[src/rtl/beep_pkg.sv]
// Shared types and constants for the beeper note sequencer.
package beep_pkg;

  localparam int DUR_W  = 8;
  localparam int TICK_W = 9;

  localparam logic [7:0] SILENCE = 8'h00;

  typedef enum logic [1:0] {
    IDLE,
    PLAY,
    GAP
  } state_t;

  typedef struct packed {
    logic [DUR_W-1:0] dur;
    logic [7:0]       tone;
  } entry_t;

  // A duration of zero encodes the longest note, 256 ticks.
  function automatic logic [TICK_W-1:0] dur_ticks(input logic [DUR_W-1:0] d);
    return (d == '0) ? {1'b1, 8'h00} : {1'b0, d};
  endfunction

endpackage

[src/rtl/beep_fifo.sv]
// Note queue: synchronous FIFO with registered occupancy and a flush input.
module beep_fifo
  import beep_pkg::*;
#(
  parameter int DEPTH = 8
) (
  input  logic                     i_clk,
  input  logic                     i_rst_n,
  input  logic                     i_push,
  input  entry_t                   i_data,
  input  logic                     i_pop,
  input  logic                     i_flush,
  output entry_t                   o_head,
  output logic                     o_full,
  output logic                     o_empty,
  output logic [$clog2(DEPTH):0]   o_level
);

  localparam int AW = $clog2(DEPTH);
  localparam int LW = AW + 1;

  entry_t          r_mem [DEPTH];
  logic [AW-1:0]   r_wr_ptr;
  logic [AW-1:0]   r_rd_ptr;
  logic [LW-1:0]   r_level;
  logic            w_push;
  logic            w_pop;

  assign o_full  = (r_level == LW'(DEPTH));
  assign o_empty = (r_level == '0);
  assign o_level = r_level;
  assign o_head  = r_mem[r_rd_ptr];

  // A full queue drops the write even when a pop frees a slot this cycle.
  assign w_push = i_push & ~o_full & ~i_flush;
  assign w_pop  = i_pop & ~o_empty & ~i_flush;

  always_ff @(posedge i_clk or negedge i_rst_n) begin
    if (!i_rst_n) begin
      r_wr_ptr <= '0;
      r_rd_ptr <= '0;
      r_level  <= '0;
    end else if (i_flush) begin
      r_wr_ptr <= '0;
      r_rd_ptr <= '0;
      r_level  <= '0;
    end else begin
      if (w_push) r_wr_ptr <= r_wr_ptr + 1'b1;
      if (w_pop)  r_rd_ptr <= r_rd_ptr + 1'b1;
      case ({w_push, w_pop})
        2'b10:   r_level <= r_level + 1'b1;
        2'b01:   r_level <= r_level - 1'b1;
        default: r_level <= r_level;
      endcase
    end
  end

  always_ff @(posedge i_clk) begin
    if (w_push) r_mem[r_wr_ptr] <= i_data;
  end

endmodule

[src/rtl/beep_sequencer.sv]
// Plays queued (tone, duration) notes on the beeper control byte, with an
// optional silent gap after each note and a DONE pulse when the queue drains.
module beep_sequencer
  import beep_pkg::*;
#(
  parameter int FIFO_DEPTH = 8,
  parameter int TICK_DIV   = 1000,
  parameter int GAP_TICKS  = 1
) (
  input  logic                          CLK,
  input  logic                          nRST,
  input  logic                          WR_EN,
  input  logic [15:0]                   WR_DATA,
  output logic                          WR_FULL,
  input  logic                          ABORT,
  output logic [7:0]                    CTL,
  output logic                          BUSY,
  output logic [$clog2(FIFO_DEPTH):0]   LEVEL,
  output logic                          DONE
);

  localparam logic [15:0]       PRESC_LOAD = 16'(TICK_DIV - 1);
  localparam logic [TICK_W-1:0] GAP_LOAD   = TICK_W'(GAP_TICKS);

  state_t              r_state, w_state_nxt;
  logic [7:0]          r_ctl, w_ctl_nxt;
  logic [15:0]         r_presc, w_presc_nxt;
  logic [TICK_W-1:0]   r_tick, w_tick_nxt;
  logic                r_done, w_done_nxt;
  logic                w_pop;
  logic                w_empty;
  entry_t              w_head;

  beep_fifo #(.DEPTH(FIFO_DEPTH)) u_fifo (
    .i_clk   (CLK),
    .i_rst_n (nRST),
    .i_push  (WR_EN),
    .i_data  (entry_t'(WR_DATA)),
    .i_pop   (w_pop),
    .i_flush (ABORT),
    .o_head  (w_head),
    .o_full  (WR_FULL),
    .o_empty (w_empty),
    .o_level (LEVEL)
  );

  always_ff @(posedge CLK or negedge nRST) begin
    if (!nRST) begin
      r_state <= IDLE;
      r_ctl   <= SILENCE;
      r_presc <= '0;
      r_tick  <= '0;
      r_done  <= 1'b0;
    end else begin
      r_state <= w_state_nxt;
      r_ctl   <= w_ctl_nxt;
      r_presc <= w_presc_nxt;
      r_tick  <= w_tick_nxt;
      r_done  <= w_done_nxt;
    end
  end

  always_comb begin
    w_state_nxt = r_state;
    w_ctl_nxt   = r_ctl;
    w_presc_nxt = r_presc;
    w_tick_nxt  = r_tick;
    w_done_nxt  = 1'b0;
    w_pop       = 1'b0;
    if (ABORT) begin
      w_state_nxt = IDLE;
      w_ctl_nxt   = SILENCE;
      w_presc_nxt = '0;
      w_tick_nxt  = '0;
    end else begin
      case (r_state)
        IDLE: begin
          w_ctl_nxt = SILENCE;
          if (!w_empty) begin
            w_pop       = 1'b1;
            w_ctl_nxt   = w_head.tone;
            w_tick_nxt  = dur_ticks(w_head.dur);
            w_presc_nxt = PRESC_LOAD;
            w_state_nxt = PLAY;
          end
        end
        PLAY, GAP: begin
          if (r_presc != '0) begin
            w_presc_nxt = r_presc - 1'b1;
          end else if (r_tick != TICK_W'(1)) begin
            w_presc_nxt = PRESC_LOAD;
            w_tick_nxt  = r_tick - 1'b1;
          end else if (r_state == PLAY && GAP_TICKS > 0) begin
            w_ctl_nxt   = SILENCE;
            w_presc_nxt = PRESC_LOAD;
            w_tick_nxt  = GAP_LOAD;
            w_state_nxt = GAP;
          end else if (!w_empty) begin
            // Chain straight into the next note with no idle cycle.
            w_pop       = 1'b1;
            w_ctl_nxt   = w_head.tone;
            w_tick_nxt  = dur_ticks(w_head.dur);
            w_presc_nxt = PRESC_LOAD;
            w_state_nxt = PLAY;
          end else begin
            w_ctl_nxt   = SILENCE;
            w_presc_nxt = '0;
            w_tick_nxt  = '0;
            w_done_nxt  = 1'b1;
            w_state_nxt = IDLE;
          end
        end
        default: begin
          w_state_nxt = IDLE;
          w_ctl_nxt   = SILENCE;
        end
      endcase
    end
  end

  assign CTL  = r_ctl;
  assign BUSY = (r_state != IDLE);
  assign DONE = r_done;

endmodule

[config.mk]
export PLATFORM = sky130hd
export DESIGN_NAME = beep_sequencer
export DESIGN_NICKNAME = d
export VERILOG_FILES = /design/src/rtl/beep_pkg.sv /design/src/rtl/beep_fifo.sv /design/src/rtl/beep_sequencer.sv
export SDC_FILE = /design/constraint.sdc
export NUM_CORES = 1
export LEC_CHECK = 0
export CORE_MARGIN = 4
export CORE_UTILIZATION = 25
export DETAILED_ROUTE_END_ITERATION = 12
export GPL_ROUTABILITY_DRIVEN = 0
export PLACE_DENSITY_LB_ADDON = 0.08
export SLEW_MARGIN = 0
export SYNTH_ARGS = -nofsm -noshare
export SYNTH_HDL_FRONTEND = slang
export SYNTH_SLANG_ARGS = --single-unit
[constraint.sdc]
create_clock -name CLK -period 3.5 [get_ports CLK]
set_clock_uncertainty 0.2 [all_clocks]
set_input_delay 0.7 -clock CLK [delete_from_list [all_inputs] [get_ports CLK]]
set_output_delay 0.7 -clock CLK [all_outputs]
set_load 0.02 [all_outputs]
## Yosys cells after proc, flatten, opt, wreduce, memory -nomap -nowiden

Memory sizes are Yosys's and may differ from the RTL's.
Cells that the tools add are included.

| operators by class | value |
|---|---|
| bitwise logic cells | 7 |
| eq/ne operators | 9 |
| shift-type cells | 0 |
| $lt $le $gt $ge | 0 |
| $add $sub $neg | 6 |
| muxes and demuxes | 48 |
| $mul | 0 |
| divide/modulo/power cells | 0 |
| reductions and logical operators | 14 |

Operators by type and width:

| cell | count |
|---|---|
| 9-bit two-way mux | 7 |
| 16-bit two-way mux | 3 |
| 8-bit two-way mux | 5 |
| 16-bit one-hot mux with 2 select lines | 1 |
| 10-bit two-way mux | 3 |
| 9-bit one-hot mux with 2 select lines | 1 |
| 8-bit one-hot mux with 2 select lines | 1 |
| 16-bit nonzero test | 1 |
| 16-bit by 1-bit subtractor with 16-bit output, second input constant | 1 |
| 1-bit two-way mux | 14 |
| 3-bit two-way mux | 4 |
| 2-bit two-way mux | 5 |
| 3-bit != test, second input constant | 3 |
| 9-bit by 1-bit != test with 1-bit output, second input constant | 1 |
| 9-bit by 1-bit subtractor with 9-bit output, second input constant | 1 |
| 8-bit zero test | 1 |
| 4-bit one-hot mux with 2 select lines | 1 |
| 3-bit by 1-bit adder with 3-bit output, second input constant | 2 |
| 3-bit AND reduction | 2 |
| 2-bit nonzero test | 3 |
| 3-bit nonzero test | 2 |
| 4-bit by 1-bit adder with 4-bit output, second input constant | 1 |
| 1-bit bitwise AND | 4 |
| 2-bit by 1-bit == test with 1-bit output, second input constant | 2 |
| 11 further kinds | 15 |

| word-level totals | value |
|---|---|
| ROM bits | 0 |
| input port bits | 20 |
| memories | 1 |
| latch bits | 0 |
| register bits after elaboration | 46 |
| output and inout bits | 15 |
| memory bits (writable) | 128 |

Memories:

| memory | depth | bits a word | rd ports | clocked after memory_dff | write ports | RTL line | source |
|---|---|---|---|---|---|---|---|
| u_fifo.r_mem | 8 | 16 | 1 | 0 | 1 | beep_fifo.sv:22 | `entry_t r_mem [DEPTH];` |

## Longest topological paths before layout

Gate-level depths: netlist (run 1).

| depth | value |
|---|---|
| word-level depth | 12 |
| mapped depth | 12 |
| mapped depth without buffers | 12 |

## By module

Synthesis (run 1) repeated with hierarchy kept, for this count alone.

| second synthesis, totals | value |
|---|---|
| cells, all modules | 505 |
| area, all modules | 7708.6 sq um |

Modules (own cells, without submodules):

| module | sequential area each (sq um) | area each (sq um) | instances | cells each |
|---|---|---|---|---|
| beep_fifo | 4093.9 | 5516.5 | 1 | 263 |
| beep_sequencer | 900.9 | 2192.1 | 1 | 242 |

## Worst setup path before layout (run 1)

Ideal clock, no wire load.

| path | value |
|---|---|
| kind | input to register |
| start | input port ABORT |
| end | memory u_fifo.r_mem[0][0] in the netlist's numbering (enable) |
| stages on the path | 3 |
| data required time | 2.891 ns |
| buffers on the path | 1 |
| slack | 0.436 ns |
| library setup time | 0.409 ns |
| data arrival time | 2.455 ns |
| cell sequence | clkbuf_1 > or3_1 > nor3_1 |

| on the way | value |
|---|---|
| longest elaborated chain between the ends | 4 |

Ends and longest elaborated chain:

| element | RTL line | source |
|---|---|---|
| start, declared | beep_sequencer.sv:15 | `input logic ABORT,` |
| 1-bit inverter | beep_fifo.sv:35 | `assign w_push = i_push & ~o_full & ~i_flush;` |
| 1-bit bitwise AND | beep_fifo.sv:35 |  |
| 1-bit two-way mux | beep_fifo.sv:59 | `if (w_push) r_mem[r_wr_ptr] <= i_data;` |
| 1-bit two-way mux (not written as such) | beep_fifo.sv:59 |  |
| end, declared | beep_fifo.sv:22 |  |

Every way passes these cells.

## Final worst setup path (run 1)

| path | value |
|---|---|
| start | register r_tick[1] |
| end | register u_fifo.r_level[3], in the netlist u_fifo.o_level[3] |

| on the way | value |
|---|---|
| longest elaborated chain between the ends | 10 |
| elaborated cells between the ends (all ways) | 12 |
| those cells by class | eq/ne (3); mux (6); bitwise (2); reduce/logical (1) |

Ends and longest elaborated chain:

| element | RTL line | source |
|---|---|---|
| start, declared | beep_sequencer.sv:28 | `logic [TICK_W-1:0] r_tick, w_tick_nxt;` |
| start signal, assigned | beep_sequencer.sv:58 | `r_tick <= w_tick_nxt;` |
| 9-bit by 1-bit != test with 1-bit output * | beep_sequencer.sv:90 | `end else if (r_tick != TICK_W'(1)) begin` |
| 1-bit two-way mux * | beep_sequencer.sv:90 |  |
| 1-bit two-way mux * | beep_sequencer.sv:88 | `if (r_presc != '0) begin` |
| 1-bit one-hot mux with 2 select lines * | beep_sequencer.sv:76 | `case (r_state)` |
| 1-bit two-way mux * | beep_sequencer.sv:70 | `if (ABORT) begin` |
| 1-bit bitwise AND * (2 in series) | beep_fifo.sv:36 | `assign w_pop = i_pop & ~o_empty & ~i_flush;` |
| 2-bit by 1-bit == test with 1-bit output / 2-bit == test (equally long branches) | beep_fifo.sv:50 | `case ({w_push, w_pop})` |
| 4-bit one-hot mux with 2 select lines | beep_fifo.sv:50 |  |
| 4-bit two-way mux | beep_fifo.sv:43 | `end else if (i_flush) begin` |
| end signal, assigned | beep_fifo.sv:51 | `2'b10: r_level <= r_level + 1'b1;` |
| end signal, assigned | beep_fifo.sv:52 | `2'b01: r_level <= r_level - 1'b1;` |
| end signal, assigned | beep_fifo.sv:53 | `default: r_level <= r_level;` |
| end, declared | beep_fifo.sv:25 | `logic [LW-1:0] r_level;` |

Every way passes the cells marked *; elsewhere a longest branch is shown, timed or not.
A chain may end at the register's enable or synchronous reset.

==> results.md, run 1 <==
* Deepest level of the CTS H-tree at 4
* Final-report setup violation count at 0
* Clock tree root driver cell: sky130_fd_sc_hd__clkbuf_16
* Count of unique library cells instantiated by Yosys at 59
* Synthesized area at 7604 um^2
* Number of inserted diodes at 0
* Number of design-rule violations left by the first detailed-router iteration at 270
* Total global-route track usage at 11.92%
* Die Span Y at 182.4 um
* CP endpoint kind: flop
* Number of iterations in the first detailed-routing pass at 4
* EDFF count, synth at 128
* Avg WL per Cell at 19.45 um
* Row Count at 63
* Capturing point of the worst reg2reg path: u_fifo.o_level[3]
* Core box area at 29,800 um^2
* Input/output buffers at 34
* Post-CTS Hold Buffers at 0
* Fraction of layout cells with a size suffix above 1 at 19.07%
* Measured slew at the worst slew-check pin at 1.093 ns
* Max-capacitance violation count at 0
* Count of yosys warnings during synthesis at 0
* Synth-to-layout area growth at 20.31%
* Pwr Density at 794.7 nW/um^2
* Shortest period the worst path allows at 3.281 ns
* Pin count of the biggest net entering global routing at 34
* TritonCTS clock tree: yes
* Final critical-path share of the clock period at 93.74%
* Synth Flop Type: sky130_fd_sc_hd__edfxtp_1
* Worst Setup Path Type: reg2reg
* Critical path data arrival time at 3.40 ns
* Setup repair after global routing missed its margin: no
* Worst r2r path cells at 12
* Leakage component of the power at 3.265 nW
* Ports at 35
* Number of register bits inferred by synthesis at 174
* Smallest setup slack after layout at 0.2192 ns
* Number of max-slew violations in the final report at 0
* Final Routed Wirelength at 18.91 mm
* Final hold violations at 0
* Antenna violations before repair at 0
* Total of cells resized after clock tree synthesis at 0
* Required @ worst endpoint at 3.62 ns
* Hold Crit Class: in2async
* Total CTS buffers at 17
* Crit path max fanout at 8
* Sequential cell area at 4997 um^2
* Source-to-sink clock delay at the later pin of the worst-skew pair at 0.44 ns
* Post-route antenna net violation count at 0
* Total of fill cells in the finished design at 2,986
* Detail-routed via count per cell at 4.674
* DP Worst Slack at 0.2237 ns
* Die extent in x at 182.4 um
* Number of remaining DRC errors at 0
* Number of nets produced by synthesis at 542
* Share of flip-flops with an asynchronous set or reset at 26.44%
* Worst-case clock buffer depth at 2
* Synthesized area per cell at 14.91 um^2
* Total grt overflow at 0
* Flop2flop setup slack at 0.22 ns
* Utilization of the core after routing at 30.70%
* Area occupied by multi-input gates at 2471 um^2
* Clock slew at reported path FFs at 0.08 ns
* Effective utilization at floorplan at 25.52%
* Number of buffers added for setup after CTS at 0
* Number of nets in the layout at 601
* Slew HR at 26.88%
* Vias at 4,543
* Maximum clock rate at 0.3048 GHz
* Share of the yosys chip area belonging to registers at 65.69%
* Nature of the critical path startpoint: flop
* HPWL after detailed placement at 12.47 mm
* Via count of the first global-routing pass at 4,942
* Max IR drop VDD at 0.3385 mV
* Status: finished clean
* Total negative slack for setup checks at 0 ns
* Number of sinks driven by the clock tree at 174
* Synthesized netlist cell count at 510
* Overall power at 7.270 mW
* Overall die area at 33,270 um^2
* Wire length of the first global-routing pass at 29.85 mm
* Reg-to-reg startpoint: r_tick[1]
## worst max-delay path: stages, from the launching register on
cell,delay [ns]
sky130_fd_sc_hd__dfrtp_1,0.40
sky130_fd_sc_hd__inv_1,0.08
sky130_fd_sc_hd__ha_1,0.13
sky130_fd_sc_hd__or4b_1,0.52
sky130_fd_sc_hd__nor3_4,0.22
sky130_fd_sc_hd__a41o_1,0.24
sky130_fd_sc_hd__nand3_2,0.11
sky130_fd_sc_hd__clkinv_2,0.13
sky130_fd_sc_hd__ha_1,0.24
sky130_fd_sc_hd__a21o_1,0.16
sky130_fd_sc_hd__a21oi_1,0.17
sky130_fd_sc_hd__mux2i_1,0.23
sky130_fd_sc_hd__mux2_1,0.34
## flip-flops by register name (all words and copies together) (netlist names), 2 cells and up
register / flops
u_fifo.r_wr_ptr: 3
u_fifo.r_rd_ptr: 3
r_tick: 9
CTL: 8
u_fifo.r_mem: 128
r_state: 2
u_fifo.o_level: 4
r_presc: 16
## metal layers
metal  share of wire (%)  vias to the layer above  GRT usage [%]
met2                  50                       68          20.06
li1                    -                     2108              -
met1                  46                     2353          15.49
met3                 2.7                       14          2.591
met4                 1.3                        0          3.573
met5                   0                        -              0
## worst max-delay path by stage
stage               depth (start not counted)                  to  slack (ns)      start
global route                               12   u_fifo.o_level[3]        0.08  r_tick[1]
CTS                                        12   u_fifo.o_level[3]        0.21  r_tick[1]
detailed placement                         12   u_fifo.o_level[3]        0.22  r_tick[1]
floorplan                                   3  u_fifo.r_mem[0][0]        0.44      ABORT
global placement                           12   u_fifo.o_level[3]        0.27  r_tick[1]
finish                                     12   u_fifo.o_level[3]        0.22  r_tick[1]
## placed cells by master (no fill, tap or decap), types with 3 or more instances in the layout
master,count
sky130_fd_sc_hd__a21oi_1,14
sky130_fd_sc_hd__nand2_1,33
sky130_fd_sc_hd__nand4b_1,4
sky130_fd_sc_hd__nor3_1,12
sky130_fd_sc_hd__o22ai_1,10
sky130_fd_sc_hd__nor2_2,6
sky130_fd_sc_hd__clkinv_2,3
sky130_fd_sc_hd__buf_4,28
sky130_fd_sc_hd__o31ai_1,8
sky130_fd_sc_hd__mux2i_1,18
sky130_fd_sc_hd__a211oi_1,3
sky130_fd_sc_hd__a31oi_1,3
sky130_fd_sc_hd__nor3_2,3
sky130_fd_sc_hd__inv_1,16
sky130_fd_sc_hd__a22o_1,3
sky130_fd_sc_hd__nor2_1,40
sky130_fd_sc_hd__a32o_1,4
sky130_fd_sc_hd__inv_8,4
sky130_fd_sc_hd__edfxtp_1,128
sky130_fd_sc_hd__mux4_2,32
sky130_fd_sc_hd__clkbuf_16,17
sky130_fd_sc_hd__xor2_1,9
sky130_fd_sc_hd__or3_1,3
sky130_fd_sc_hd__o21ai_0,19
sky130_fd_sc_hd__nand3_1,7
sky130_fd_sc_hd__nor4_1,7
sky130_fd_sc_hd__ha_1,11
sky130_fd_sc_hd__xnor2_1,4
sky130_fd_sc_hd__o311ai_0,4
sky130_fd_sc_hd__nand2b_1,3
sky130_fd_sc_hd__o32ai_1,3
sky130_fd_sc_hd__clkdlybuf4s50_1,33
sky130_fd_sc_hd__dfrtp_1,44
## report_power, final
part / internal (mW) / switching [mW] / leakage (nW) / total (mW)
clock: 1.01 / 0.878 / 0.281 / 1.89
sequential: 2.44 / 0.318 / 1.77 / 2.76
combinational: 1.12 / 1.50 / 1.21 / 2.62
## final cells by class
type | count | share of cell area (%)
clock buffers | 18 | 4.692
clock inverters | 14 | 1.655
inverters | 17 | 0.7113
multi-input cells | 297 | 27.01
flip-flops and latches | 174 | 54.63
well taps | 390 | 5.334
repair buffers | 62 | 5.964
## cell families after synthesis
family                   count (synthesis)  share of synthesized area, %
AO/OA/AOI/OAI                           86                         7.636
AND/OR/NAND/NOR                        135                         8.969
buffers and inverters                   39                         2.139
XOR/XNOR                                13                         1.497
adder cells (fa/ha/maj)                 12                         2.073
flip-flops                             174                         65.69
multiplexers                            51                         12.00
## synthesized netlist by cell type, types with 7 or more instances
cell / number / area share, %
sky130_fd_sc_hd__a21oi_1: 14 / 0.92
sky130_fd_sc_hd__buf_2: 12 / 0.79
sky130_fd_sc_hd__clkbuf_1: 10 / 0.49
sky130_fd_sc_hd__dfrtp_1: 46 / 15
sky130_fd_sc_hd__edfxtp_1: 128 / 51
sky130_fd_sc_hd__ha_1: 11 / 1.8
sky130_fd_sc_hd__inv_1: 16 / 0.79
sky130_fd_sc_hd__mux2i_1: 18 / 2.4
sky130_fd_sc_hd__mux4_2: 32 / 9.5
sky130_fd_sc_hd__nand2_1: 33 / 1.6
sky130_fd_sc_hd__nand3_1: 7 / 0.46
sky130_fd_sc_hd__nor2_1: 46 / 2.3
sky130_fd_sc_hd__nor3_1: 14 / 0.92
sky130_fd_sc_hd__nor4_1: 7 / 0.58
sky130_fd_sc_hd__o21ai_0: 19 / 1.3
sky130_fd_sc_hd__o22ai_1: 10 / 0.82
sky130_fd_sc_hd__o31ai_1: 8 / 0.79
sky130_fd_sc_hd__xor2_1: 9 / 1.0
## per-stage QoR
stage / hold slack [ns] / instances / area (um^2)
2_1_floorplan: 0.2044 / 510 / 7604
3_3_place_gp: 0.2814 / 940 / 8567
3_5_place_dp: 0.2868 / 940 / 8567
4_1_cts: 0.06085 / 972 / 9148
5_1_grt: 0.08440 / 972 / 9148
6_report: 0.04509 / 972 / 9148
Note: power is estimated with default switching activity, not from simulation.
==> run 2, diff against run 1 <==
Settings changed: CORE_UTILIZATION 25 to 55.
==> results.md, run 2 (synthesis gave the netlist of run 1 again) <==
* Number of max-slew violations in the final report at 0 (unchanged)
* Fraction of layout cells with a size suffix above 1 at 16.15% (was 19.07%)
* Final hold violations at 0 (unchanged)
* Share of power burned in the clock network at 26.1% (was 26.0%)
* Number of remaining DRC errors at 0 (unchanged)
* Portion of total power attributed to combinational logic at 35.9% (was 36.1%)
* Total CTS buffers at 17 (unchanged)
* Number of nets in the layout at 596 (was 601)
* Switching power at 2.481 mW (was 2.696 mW)
* Worst r2r path cells at 12 (unchanged)
* Total of cells resized after clock tree synthesis at 0 (unchanged)
* Number of iterations in the first detailed-routing pass at 5 (was 4)
* Die Span Y at 125.6 um (was 182.4 um)
* Via count of the first global-routing pass at 4,659 (was 4,942)
* HPWL after detailed placement at 10.37 mm (was 12.47 mm)
* Total negative slack for setup checks at 0 ns (unchanged)
* Core box area at 13,400 um^2 (was 29,800 um^2)
* Sequential share of power at 38.0% (was 37.9%)
* Critical path, cell by cell: inv_1, ha_1, or4b_1, nor3_4, a41o_1, nand3_2, clkinv_2, ha_1, a21o_1, a21oi_1, mux2i_1, mux2_1 (unchanged)
* Worst hold margin at 0.2731 ns (was 0.04509 ns)
* TritonCTS clock tree: yes (unchanged)
* Shortest period the worst path allows at 3.274 ns (was 3.281 ns)
* Layout Cell Area excl Fill at 8884 um^2 (was 9148 um^2)
* Post-detailed-placement cell area at 8308 um^2 (was 8567 um^2)
* CP endpoint kind: flop (unchanged)
* Wire length of the first global-routing pass at 25.59 mm (was 29.85 mm)
* Registers with the most flip-flops: u_fifo.r_mem (128), r_presc (16), r_tick (9) (unchanged)
* Leakage component of the power at 3.249 nW (was 3.265 nW)
* Fraction of power spent switching nets at 34.75% (was 37.09%)
* Most common library cell in the layout ignoring fill and taps: sky130_fd_sc_hd__edfxtp_1 (unchanged)
* Slew HR at 27.49% (was 26.88%)
* Max FFs per register at 128 (unchanged)
* Worst Setup Path Type: reg2reg (unchanged)
* Critical path data arrival time at 3.37 ns (was 3.40 ns)
* Final critical-path share of the clock period at 93.55% (was 93.74%)
* Row Count at 42 (was 63)
* Capturing point of the worst reg2reg path: u_fifo.o_level[3] (unchanged)
* Overall die area at 15,770 um^2 (was 33,270 um^2)
* Ports at 35 (unchanged)
* Deepest level of the CTS H-tree at 4 (unchanged)
* Required @ worst endpoint at 3.60 ns (was 3.62 ns)
* Avg WL per Cell at 20.87 um (was 19.45 um)
* Number of non-filler instances in the completed layout at 752 (was 972)
* Total of fill cells in the finished design at 958 (was 2,986)
* Measured slew at the worst slew-check pin at 1.088 ns (was 1.093 ns)
* Number of design-rule violations left by the first detailed-router iteration at 477 (was 270)
* Status: finished clean (unchanged)
* Post-CTS Hold Buffers at 0 (unchanged)
* Die extent in x at 125.6 um (was 182.4 um)
* Synth-to-layout area growth at 16.83% (was 20.31%)
* Flop2flop setup slack at 0.23 ns (was 0.22 ns)
* Clock slew at reported path FFs at 0.06 ns (was 0.08 ns)
* Worst-case clock buffer depth at 2 (unchanged)
* Most Frequent Cell on Critical Path: sky130_fd_sc_hd__ha_1 (unchanged)
* Final-report setup violation count at 0 (unchanged)
* Source-to-sink clock delay at the later pin of the worst-skew pair at 0.42 ns (was 0.44 ns)
* Hold Crit Class: in2async (unchanged)
* Nature of the critical path startpoint: flop (unchanged)
* Total grt overflow at 0 (unchanged)
* Maximum clock rate at 0.3054 GHz (was 0.3048 GHz)
* Antenna violations before repair at 0 (unchanged)
* Max IR drop VDD at 0.3744 mV (was 0.3385 mV)
* Detail-routed via count per cell at 6.053 (was 4.674)
* Reg-to-reg startpoint: r_tick[1] (unchanged)
* Pwr Density at 803.7 nW/um^2 (was 794.7 nW/um^2)
* Master of the slowest instance on the critical path: sky130_fd_sc_hd__or4b_1 (unchanged)
* Peak per-stage delay on the critical path at 0.52 ns (about the same)
* Top register by number of flip-flops: u_fifo.r_mem (unchanged)
* Number of inserted diodes at 0 (unchanged)
* Final Routed Wirelength at 15.69 mm (was 18.91 mm)
* Cell-internal power at 4.659 mW (was 4.573 mW)
* Number of sinks driven by the clock tree at 174 (unchanged)
* Setup repair after global routing missed its margin: no (unchanged)
* Crit path max fanout at 8 (unchanged)
* Input/output buffers at 34 (unchanged)
* Vias at 4,552 (was 4,543)
* Post-route antenna net violation count at 0 (unchanged)
* Total global-route track usage at 21.02% (was 11.92%)
* Number of buffers added for setup after CTS at 0 (unchanged)
* Placed Instances at 721 (was 940)
* Pin count of the biggest net entering global routing at 47 (was 34)
* Max-capacitance violation count at 0 (unchanged)
* Leading cell types in the layout, fill and taps excluded: 128 x sky130_fd_sc_hd__edfxtp_1, 46 x sky130_fd_sc_hd__nor2_1, 45 x sky130_fd_sc_hd__dfrtp_1 (was 128 x sky130_fd_sc_hd__edfxtp_1, 44 x sky130_fd_sc_hd__dfrtp_1, 40 x sky130_fd_sc_hd__nor2_1)
* Effective utilization at floorplan at 56.74% (was 25.52%)
* Clock tree root driver cell: sky130_fd_sc_hd__clkbuf_16 (unchanged)
## run 2: metrics by stage
stage	total power, mW	util, %	worst slack [ns]
6_report	7.140	66.29	0.2258
5_1_grt	7.543	66.29	0.07592
4_1_cts	7.154	66.29	0.2378
3_5_place_dp	5.285	62.00	0.2582
3_3_place_gp	5.219	62.00	0.3250
2_1_floorplan	4.483	-	0.4360
## run 2: critical path, delay by kind of cell, from the launching register on
kind | cells | cell delay, ns
DFF | 1 | 0.40
AOI/OAI and AO/OA | 3 | 0.56
and+or+nand+nor | 3 | 0.85
adders and majority gates | 2 | 0.38
buffers and inverters | 2 | 0.22
muxes | 2 | 0.55
## run 2: layout make-up
| class | instances | area (um^2) | area share (%) |
|---|---|---|---|
| Sequential cell | 174 | 4996 | 56.24 |
| Tap cell | 176 | 220.2 | 2.479 |
| Inverter | 17 | 65.06 | 0.7324 |
| Clock inverter | 11 | 138.9 | 1.563 |
| Timing Repair Buffer | 57 | 570.5 | 6.423 |
| Clock buffer | 20 | 436.7 | 4.915 |
| Multi-Input combinational cell | 297 | 2456 | 27.65 |
## run 2: metal layers
layer / up-vias / routed length [um] / track usage (%) / share of wire [%]
met3: 32 / 619 / 3.795 / 3.9
met1: 2298 / 6749 / 27.92 / 43
met2: 126 / 7950 / 34.58 / 51
li1: 2096 / - / - / -
met5: - / 0 / 0 / 0
met4: 0 / 374 / 8.610 / 2.4
## run 2: worst max-delay path by stage
stage / start / end / slack (ns) / cells past startpoint
finish: r_tick[1] / u_fifo.o_level[3] / 0.23 / 12
detailed placement: r_tick[1] / u_fifo.o_level[3] / 0.26 / 12
floorplan: ABORT / u_fifo.r_mem[0][0] / 0.44 / 3
global placement: r_tick[1] / u_fifo.o_level[3] / 0.33 / 12
global route: r_tick[1] / u_fifo.o_level[3] / 0.08 / 12
CTS: r_tick[1] / u_fifo.o_level[3] / 0.24 / 12
## run 2: power by group through the flow
stage	Clock, mW	Sequential [mW]	Combinational, mW
2_1_floorplan	0	2.71	1.78
3_3_place_gp	0	2.74	2.48
3_5_place_dp	0	2.75	2.53
4_1_cts	1.89	2.71	2.55
5_1_grt	2.00	2.75	2.79
6_report	1.86	2.71	2.57
